<file path="config.mk">
export PLATFORM = sky130hd
export DESIGN_NAME = lsu_req_ctrl
export DESIGN_NICKNAME = d
export VERILOG_FILES = /design/src/rtl/lsu_req_ctrl.sv
export SDC_FILE = /design/constraint.sdc
export NUM_CORES = 1
export LEC_CHECK = 0
export ABC_AREA = 1
export BUFFER_PORTS_ARGS = -buffer_cell sky130_fd_sc_hd__buf_4
export CORE_MARGIN = 5
export CORE_UTILIZATION = 30
export DETAILED_ROUTE_END_ITERATION = 7
export GPL_TIMING_DRIVEN = 1
export PLACE_DENSITY_LB_ADDON = 0.08
export SKIP_LAST_GASP = 1
export SLEW_MARGIN = 20
export SYNTH_ARGS = -nofsm -noshare
export SYNTH_HDL_FRONTEND = slang
export SYNTH_SLANG_ARGS = --single-unit
</file>
<file path="constraint.sdc">
create_clock -name clk -period 1.8 [get_ports clk]
set_input_delay 0.09 -clock clk [delete_from_list [all_inputs] [get_ports clk]]
set_output_delay 0.09 -clock clk [all_outputs]
set_load 0.01 [all_outputs]
</file>
<file path="src/rtl/lsu_req_ctrl.sv">
// lsu_req_ctrl: issues one LD/ST/LDU access at a time on the SRAM-like data bus and aligns/extends load data
module lsu_req_ctrl #(
    parameter int ADDR_W = 32,
    parameter int RST_PC = 0
) (
    input  logic              clk,
    input  logic              resetn,
    input  logic              ex_valid,
    input  logic              ex_ld,
    input  logic              ex_ldu,
    input  logic              ex_st,
    input  logic [1:0]        ex_size,
    input  logic [ADDR_W-1:0] ex_addr,
    input  logic [31:0]       ex_wdata,
    input  logic              flush,
    output logic              data_req,
    output logic              data_wr,
    output logic [1:0]        data_size,
    output logic [3:0]        data_wstrb,
    output logic [ADDR_W-1:0] data_addr,
    output logic [31:0]       data_wdata,
    input  logic              data_addr_ok,
    input  logic              data_data_ok,
    input  logic [31:0]       data_rdata,
    output logic              ex_stall,
    output logic              ale,
    output logic              ld_valid,
    output logic [31:0]       ld_result
);
    typedef enum logic [1:0] {IDLE, REQ, WAIT, CANCEL} state_t;

    if (RST_PC != 0) begin : g_rst_pc_check
        $error("RST_PC is reserved and must be 0");
    end

    state_t            state_q, state_d;
    logic              data_req_q, data_req_d;
    logic              data_wr_q, data_wr_d;
    logic [1:0]        data_size_q, data_size_d;
    logic [3:0]        data_wstrb_q, data_wstrb_d;
    logic [ADDR_W-1:0] data_addr_q, data_addr_d;
    logic [31:0]       data_wdata_q, data_wdata_d;
    logic              sign_q, sign_d;
    logic              ale_q, ale_d;
    logic              ld_valid_q, ld_valid_d;
    logic [31:0]       ld_result_q, ld_result_d;
    logic              mem_op, is_half, is_word, misalign, ale_cond, issuing;
    logic [3:0]        st_strb;
    logic [31:0]       st_wdata, rd_shift, ld_ext;

    always_comb begin
        mem_op   = ex_valid & (ex_ld | ex_ldu | ex_st);
        is_half  = ex_size == 2'd1;
        is_word  = ex_size[1];
        misalign = (is_half & ex_addr[0]) | (is_word & |ex_addr[1:0]);
        ale_cond = (state_q == IDLE) & mem_op & !flush & misalign;
        issuing  = (state_q == IDLE) & mem_op & !flush & !misalign;
        ex_stall = mem_op & !ale_cond & ((state_q != IDLE) | issuing);
        st_strb  = is_word ? 4'hf : is_half ? (ex_addr[1] ? 4'hc : 4'h3) : 4'b0001 << ex_addr[1:0];
        st_wdata = is_word ? ex_wdata : is_half ? {2{ex_wdata[15:0]}} : {4{ex_wdata[7:0]}};
        rd_shift = data_size_q[1] ? data_rdata :
                   data_size_q[0] ? data_rdata >> {data_addr_q[1], 4'b0000} :
                                    data_rdata >> {data_addr_q[1:0], 3'b000};
        ld_ext   = data_size_q[1] ? rd_shift :
                   data_size_q[0] ? {{16{sign_q & rd_shift[15]}}, rd_shift[15:0]} :
                                    {{24{sign_q & rd_shift[7]}}, rd_shift[7:0]};
    end

    always_comb begin
        state_d      = state_q;
        data_req_d   = data_req_q;
        data_wr_d    = data_wr_q;
        data_size_d  = data_size_q;
        data_wstrb_d = data_wstrb_q;
        data_addr_d  = data_addr_q;
        data_wdata_d = data_wdata_q;
        sign_d       = sign_q;
        ale_d        = ale_cond;
        ld_valid_d   = 1'b0;
        ld_result_d  = ld_result_q;
        case (state_q)
            IDLE: if (issuing) begin
                state_d      = REQ;
                data_req_d   = 1'b1;
                data_wr_d    = ex_st;
                data_size_d  = ex_size;
                data_wstrb_d = ex_st ? st_strb : 4'h0;
                data_addr_d  = ex_addr;
                data_wdata_d = st_wdata;
                sign_d       = ex_ld;
            end
            REQ: if (data_addr_ok) begin
                data_req_d = 1'b0;
                state_d    = flush ? CANCEL : WAIT;
            end else if (flush) begin
                data_req_d = 1'b0;
                state_d    = IDLE;
            end
            WAIT: if (data_data_ok) begin
                state_d = IDLE;
                if (!data_wr_q && !flush) begin
                    ld_valid_d  = 1'b1;
                    ld_result_d = ld_ext;
                end
            end else if (flush) begin
                state_d = CANCEL;
            end
            CANCEL: state_d = data_data_ok ? IDLE : CANCEL;
            default: state_d = IDLE;
        endcase
    end

    always_ff @(posedge clk) begin
        if (!resetn) begin
            state_q      <= IDLE;
            data_req_q   <= 1'b0;
            data_wr_q    <= 1'b0;
            data_size_q  <= 2'd0;
            data_wstrb_q <= 4'h0;
            data_addr_q  <= '0;
            data_wdata_q <= 32'h0;
            sign_q       <= 1'b0;
            ale_q        <= 1'b0;
            ld_valid_q   <= 1'b0;
            ld_result_q  <= 32'h0;
        end else begin
            state_q      <= state_d;
            data_req_q   <= data_req_d;
            data_wr_q    <= data_wr_d;
            data_size_q  <= data_size_d;
            data_wstrb_q <= data_wstrb_d;
            data_addr_q  <= data_addr_d;
            data_wdata_q <= data_wdata_d;
            sign_q       <= sign_d;
            ale_q        <= ale_d;
            ld_valid_q   <= ld_valid_d;
            ld_result_q  <= ld_result_d;
        end
    end

    assign data_req   = data_req_q;
    assign data_wr    = data_wr_q;
    assign data_size  = data_size_q;
    assign data_wstrb = data_wstrb_q;
    assign data_addr  = data_addr_q;
    assign data_wdata = data_wdata_q;
    assign ale        = ale_q;
    assign ld_valid   = ld_valid_q;
    assign ld_result  = ld_result_q;
endmodule

</file>
==> results.md <==
| Group | Metric | Reported |
|:---|:---|:---|
| power and ir drop | Switching share of power | 27.20% |
| synth | Xor/xnor cell area share of the yosys netlist | 0% |
| timing | Final-report setup violation count | 0 |
| worst setup path | End of the worst register-to-register path | data_wstrb[3] |
| clock tree | CTS HTree Levels | 3 |
| min path | Number of cells traversed by the worst hold path | 3 |
| routing | Final wirelength | 17.76 mm |
| timing | Setup repair after global routing missed its margin | yes |
| timing | Remaining max-slew budget at the tightest pin | 61.90% |
| routing | Per-cell via count in the routed design | 4.589 |
| floorplan | Initial core utilization | 30.42% |
| global route | Number of global-route vias before repair | 5293 |
| routing | DRC | 0 |
| timing | Layout Skew | 0.008879 ns |
| clock tree | Number of buffers between clock root and the deepest sink | 2 |
| worst setup path | Critical Path Slowest Stage Cell | dfxtp_1 |
| timing | Slew at the pin closest to its max-slew limit | 0.5707 ns |
| min path | Startpoint of the lowest-slack hold path | ex_size[0] |
| timing | Number of max-slew violations in the final report | 0 |
| worst setup path | R2R depth | 11 |
| global route | Global-route wire length before repair | 28.33 mm |
| cells and area | Area added between synthesis and finish | 50.98% |
| routing | Length of routed wiring on met1 | 8.423 mm |
| min path | Worst hold path type | in -> reg |
| cells and area | Count of placed standard cells in the final layout, fillers left out | 1208 |
| global route | Pin count of the biggest net entering global routing | 47 |
| routing | Via count | 5544 |
| routing | Initial detailed-routing violation count | 348 |
| clock tree | Total CTS buffers | 9 |
| synth | Number of library cell types mapped by synthesis | 28 |
| timing | Part of the cycle the worst path needs | 96.82% |
| routing | Top layer reached by signal wires | met4 |
| synth | Post-synthesis register bit count | 109 |
| worst setup path | Reg-to-reg slack, setup | 0.13 ns |
| worst setup path | Required time of the critical path | 1.71 ns |
| timing | Maximum clock rate | 573.8 MHz |
| global route | Antenna violations before repair | 0 |
| synth | Fraction of synthesized area in multiplexers | 0% |
| routing | WL met3 | 1.253 mm |
| worst setup path | Worst Path Arrival | 1.65 ns |
| floorplan | IO Pins | 214 |
| power and ir drop | Worst vdd ir | 0.0004527 V |
| clock tree | Clock transition at the registers of the reported paths | 0.08 ns |
| worst setup path | Top cell family by delay on the critical path | buffers and inverters |
| synth | Main combinational cell family by area after synthesis | simple AND/OR/NAND/NOR gates |
| worst setup path | FF-to-FF Start | state_q[1] |
| worst setup path | Series of cell instances along the critical path | inv_2 > nand2_1 > inv_1 > nand4_1 > inv_2 > nand2_4 > buf_16 > nand2_2 > and3_1 > buf_4 |
| global route | GR Util All Layers | 17.75% |
| power and ir drop | Portion of total power attributed to sequential cells | 44.8% |
| synth | Average cell area after synthesis | 6.737 sq um |
| worst setup path | Most used cell along the critical path | inv_2 |
| cells and area | Share of final-layout standard cells stronger than drive strength 1 | 28.34% |
| worst setup path | Launching element of the worst setup path | state_q[1] |
| min path | End point of the worst hold path | data_size[0] |
| placed design | Placed Instances | 1153 |
| worst setup path | Startpoint kind of the worst setup timing path | flip-flop |
| cells and area | Filler instances | 1796 |
| synth | Synthesized instance count | 746 |
| power and ir drop | Pleak | 3.668 nW |
| power and ir drop | Clock group share of total power | 35.9% |
| power and ir drop | Power Internal | 4.175 mW |
| clock tree | TritonCTS clock tree | done |
| power and ir drop | Total power divided by cell area | 755.8 nW/um^2 |
| synth | Net count after synthesis | 853 |
| worst setup path | Crit path buf inv count | 5 |
| worst setup path | Endpoint kind of the worst setup timing path | output port |
| synth | Arithmetic-cell share of the synthesized area counting full adders, half adders and majority gates | 0% |
| routing | Met2 routed WL | 7.837 mm |
| routing | Initial DRT Pass Iterations | 5 |
| placed design | Port buffer count | 213 |
| floorplan | Core area | 16520 sq um |
| power and ir drop | Comb power frac | 19.3% |
| routing | Remaining antenna violation count | 0 |
| cells and area | Ant. Diodes | 0 |
| clock tree | Clock Sinks | 109 |
| synth | Sequential element share of the synthesized area | 43.42% |
| clock tree | Root buffer cell | clkbuf_16 |
| placed design | Final weighted congestion in routability-driven placement | 0.8296 |
| synth | Area share of and/or/nand/nor cells after synthesis | 30.17% |
| timing | Final Hold Vio Count | 0 |
| outcome | Run status | finished clean |
| job | Number of max-cap violations | 0 |
| worst setup path | Stage delay of the slowest cell on the critical path | 0.32 ns |
| timing | Worst hold slack | 0.01403 ns |
| placed design | HPWL Detailed | 12.61 mm |
| worst setup path | Critical path peak fanout | 5 |
| floorplan | Die Span Y | 139.4 um |
| synth | Number of synthesis warnings | 0 |
| power and ir drop | Power spent charging and discharging nets | 1.560 mW |
| timing | Final period demand of the worst path | 1.743 ns |
| synth | Fraction of the mapped netlist area in compound gates | 17.15% |
| floorplan | Chip width | 139.4 um |
| cells and area | Final layout net count | 1091 |
| floorplan | Area of the die | 19440 sq um |
| synth | Post-synthesis instance area | 5026 sq um |
| worst setup path | Crit Path Class | reg -> out |
| global route | Grt ovf | 0 |
| clock tree | Insertion delay of the later-clocked pin in the worst-skew pair | 0.35 ns |
| routing | Per-cell routed wire length | 14.70 um |
| floorplan | Number of standard-cell rows in the floorplan | 47 |
[state kept, by name (all words and copies together), names as in the netlist]
register	cells
sign_q	1
ale	1
ld_valid	1
ld_result	32
data_addr	32
data_req	1
data_wstrb	4
state_q	2
data_wr	1
data_wdata	32
data_size	2
[cells in the mapped netlist]
cell type	count	area [sq um]
a21oi_2	1	8.760
nand3_2	2	20.02
buf_2	9	45.04
a21oi_1	75	375.4
nand2_4	3	33.78
clkbuf_2	1	5.000
inv_4	1	6.260
buf_4	6	45.04
o22ai_1	1	6.260
nor2_1	130	488.0
nand2_1	185	694.4
inv_2	9	33.78
nor2_2	1	6.260
a21o_1	1	7.510
nand2_2	1	6.260
buf_1	1	3.750
o21ai_1	21	105.1
nand3_1	36	180.2
nor3_1	1	5.000
clkbuf_1	21	78.83
nor2_4	4	45.04
and3_1	1	6.260
o21ai_2	1	8.760
dfxtp_1	109	2182
inv_1	42	157.7
o21ai_0	70	350.3
buf_6	8	90.09
nand4_1	5	31.28
[how the worst max path moves through the flow]
| stage | end | slack, ns | depth (start not counted) |
|---|---|---|---|
| finish | ex_stall | 0.06 | 10 |
| global route | ex_stall | -0.05 | 10 |
| CTS | ex_stall | 0.009 | 10 |
| detailed placement | ex_stall | 0.20 | 10 |
| global placement | ld_result[27] | 0.16 | 8 |
| floorplan | ld_result[19] | 0.38 | 10 |
[power groups by stage]
| stage | sequential, mW | combinational, mW | clock [mW] |
|---|---|---|---|
| 2_1_floorplan | 2.67 | 0.469 | 0 |
| 3_3_place_gp | 2.63 | 1.02 | 0 |
| 3_5_place_dp | 2.63 | 1.01 | 0 |
| 4_1_cts | 2.57 | 1.10 | 2.14 |
| 5_1_grt | 2.58 | 1.23 | 2.20 |
| 6_report | 2.57 | 1.11 | 2.06 |
[metrics by stage]
stage / utilization [%] / cell area [sq um] / power, mW / setup WS (ns) / setup TNS [ns]
after floorplan: - / 5026 / 3.138 / 0.3798 / 0
after global placement: 41.43 / 6845 / 3.643 / 0.1630 / 0
after detailed placement: 41.43 / 6845 / 3.639 / 0.1979 / 0
after CTS: 45.76 / 7561 / 5.814 / 0.008973 / 0
after global routing: 45.92 / 7589 / 6.012 / -0.04566 / -0.05007
final: 45.92 / 7589 / 5.735 / 0.05722 / 0
[cells in the final DEF, fill, tap and decap left out]
| cell type | instances |
|---|---|
| dlygate4sd3_1 | 33 |
| nand2_4 | 3 |
| a21o_1 | 1 |
| buf_4 | 233 |
| nand3_2 | 2 |
| bufinv_16 | 1 |
| and3_1 | 1 |
| clkbuf_1 | 1 |
| clkbuf_16 | 9 |
| clkinv_2 | 1 |
| nor3_1 | 1 |
| clkinvlp_4 | 1 |
| o21ai_2 | 1 |
| bufbuf_16 | 2 |
| nor2_1 | 130 |
| nor2_4 | 4 |
| o21ai_0 | 70 |
| inv_4 | 1 |
| inv_1 | 41 |
| dfxtp_2 | 1 |
| nand3_1 | 36 |
| clkbuf_8 | 1 |
| dfxtp_1 | 108 |
| inv_6 | 2 |
| buf_16 | 1 |
| nand2_1 | 184 |
| nand2_2 | 2 |
| a21oi_2 | 1 |
| a21oi_1 | 75 |
| inv_2 | 9 |
| nand4_1 | 5 |
| buf_12 | 4 |
| o21ai_1 | 21 |
| o22ai_1 | 1 |
| nor2_2 | 1 |
[cell families after synthesis]
family | after synthesis
buffers and inverters | 98
AOI/OAI and AO/OA | 170
and+or+nand+nor | 369
DFF | 109
[worst min-delay path, cell delays in order]
cell and delay [ns]:
buf_4 0.08, o21ai_0 0.07, nor2_1 0.08
[per-layer routing]
| layer | track usage [%] | up-vias |
|---|---|---|
| met1 | 24.91 | 2486 |
| met4 | 4.789 | 0 |
| met2 | 27.02 | 172 |
| li1 | - | 2869 |
| met3 | 4.700 | 17 |
| met5 | 0 | - |
[final cells by class]
class	instances	area, sq um	share of cell area [%]
clock buffers	11	242.7	3.199
flip-flops and latches	109	2183	28.77
multi-input cells	539	2381	31.38
well taps	220	275.3	3.627
inverters	52	198.9	2.622
clock inverters	4	55.05	0.7255
repair buffers	273	2252	29.68
[timing repair]
action | 4_1_cts | 5_1_grt
hold buffers | 33 | 0
setup endpoints to repair | 1 | 1
hold endpoints to repair | 33 | 0
gates resized for setup | 2 | 3
pin swaps | 1 | 0
setup buffers | 2 | 3
cloned | 2 | 0
Power figures use the tool's default switching activity.
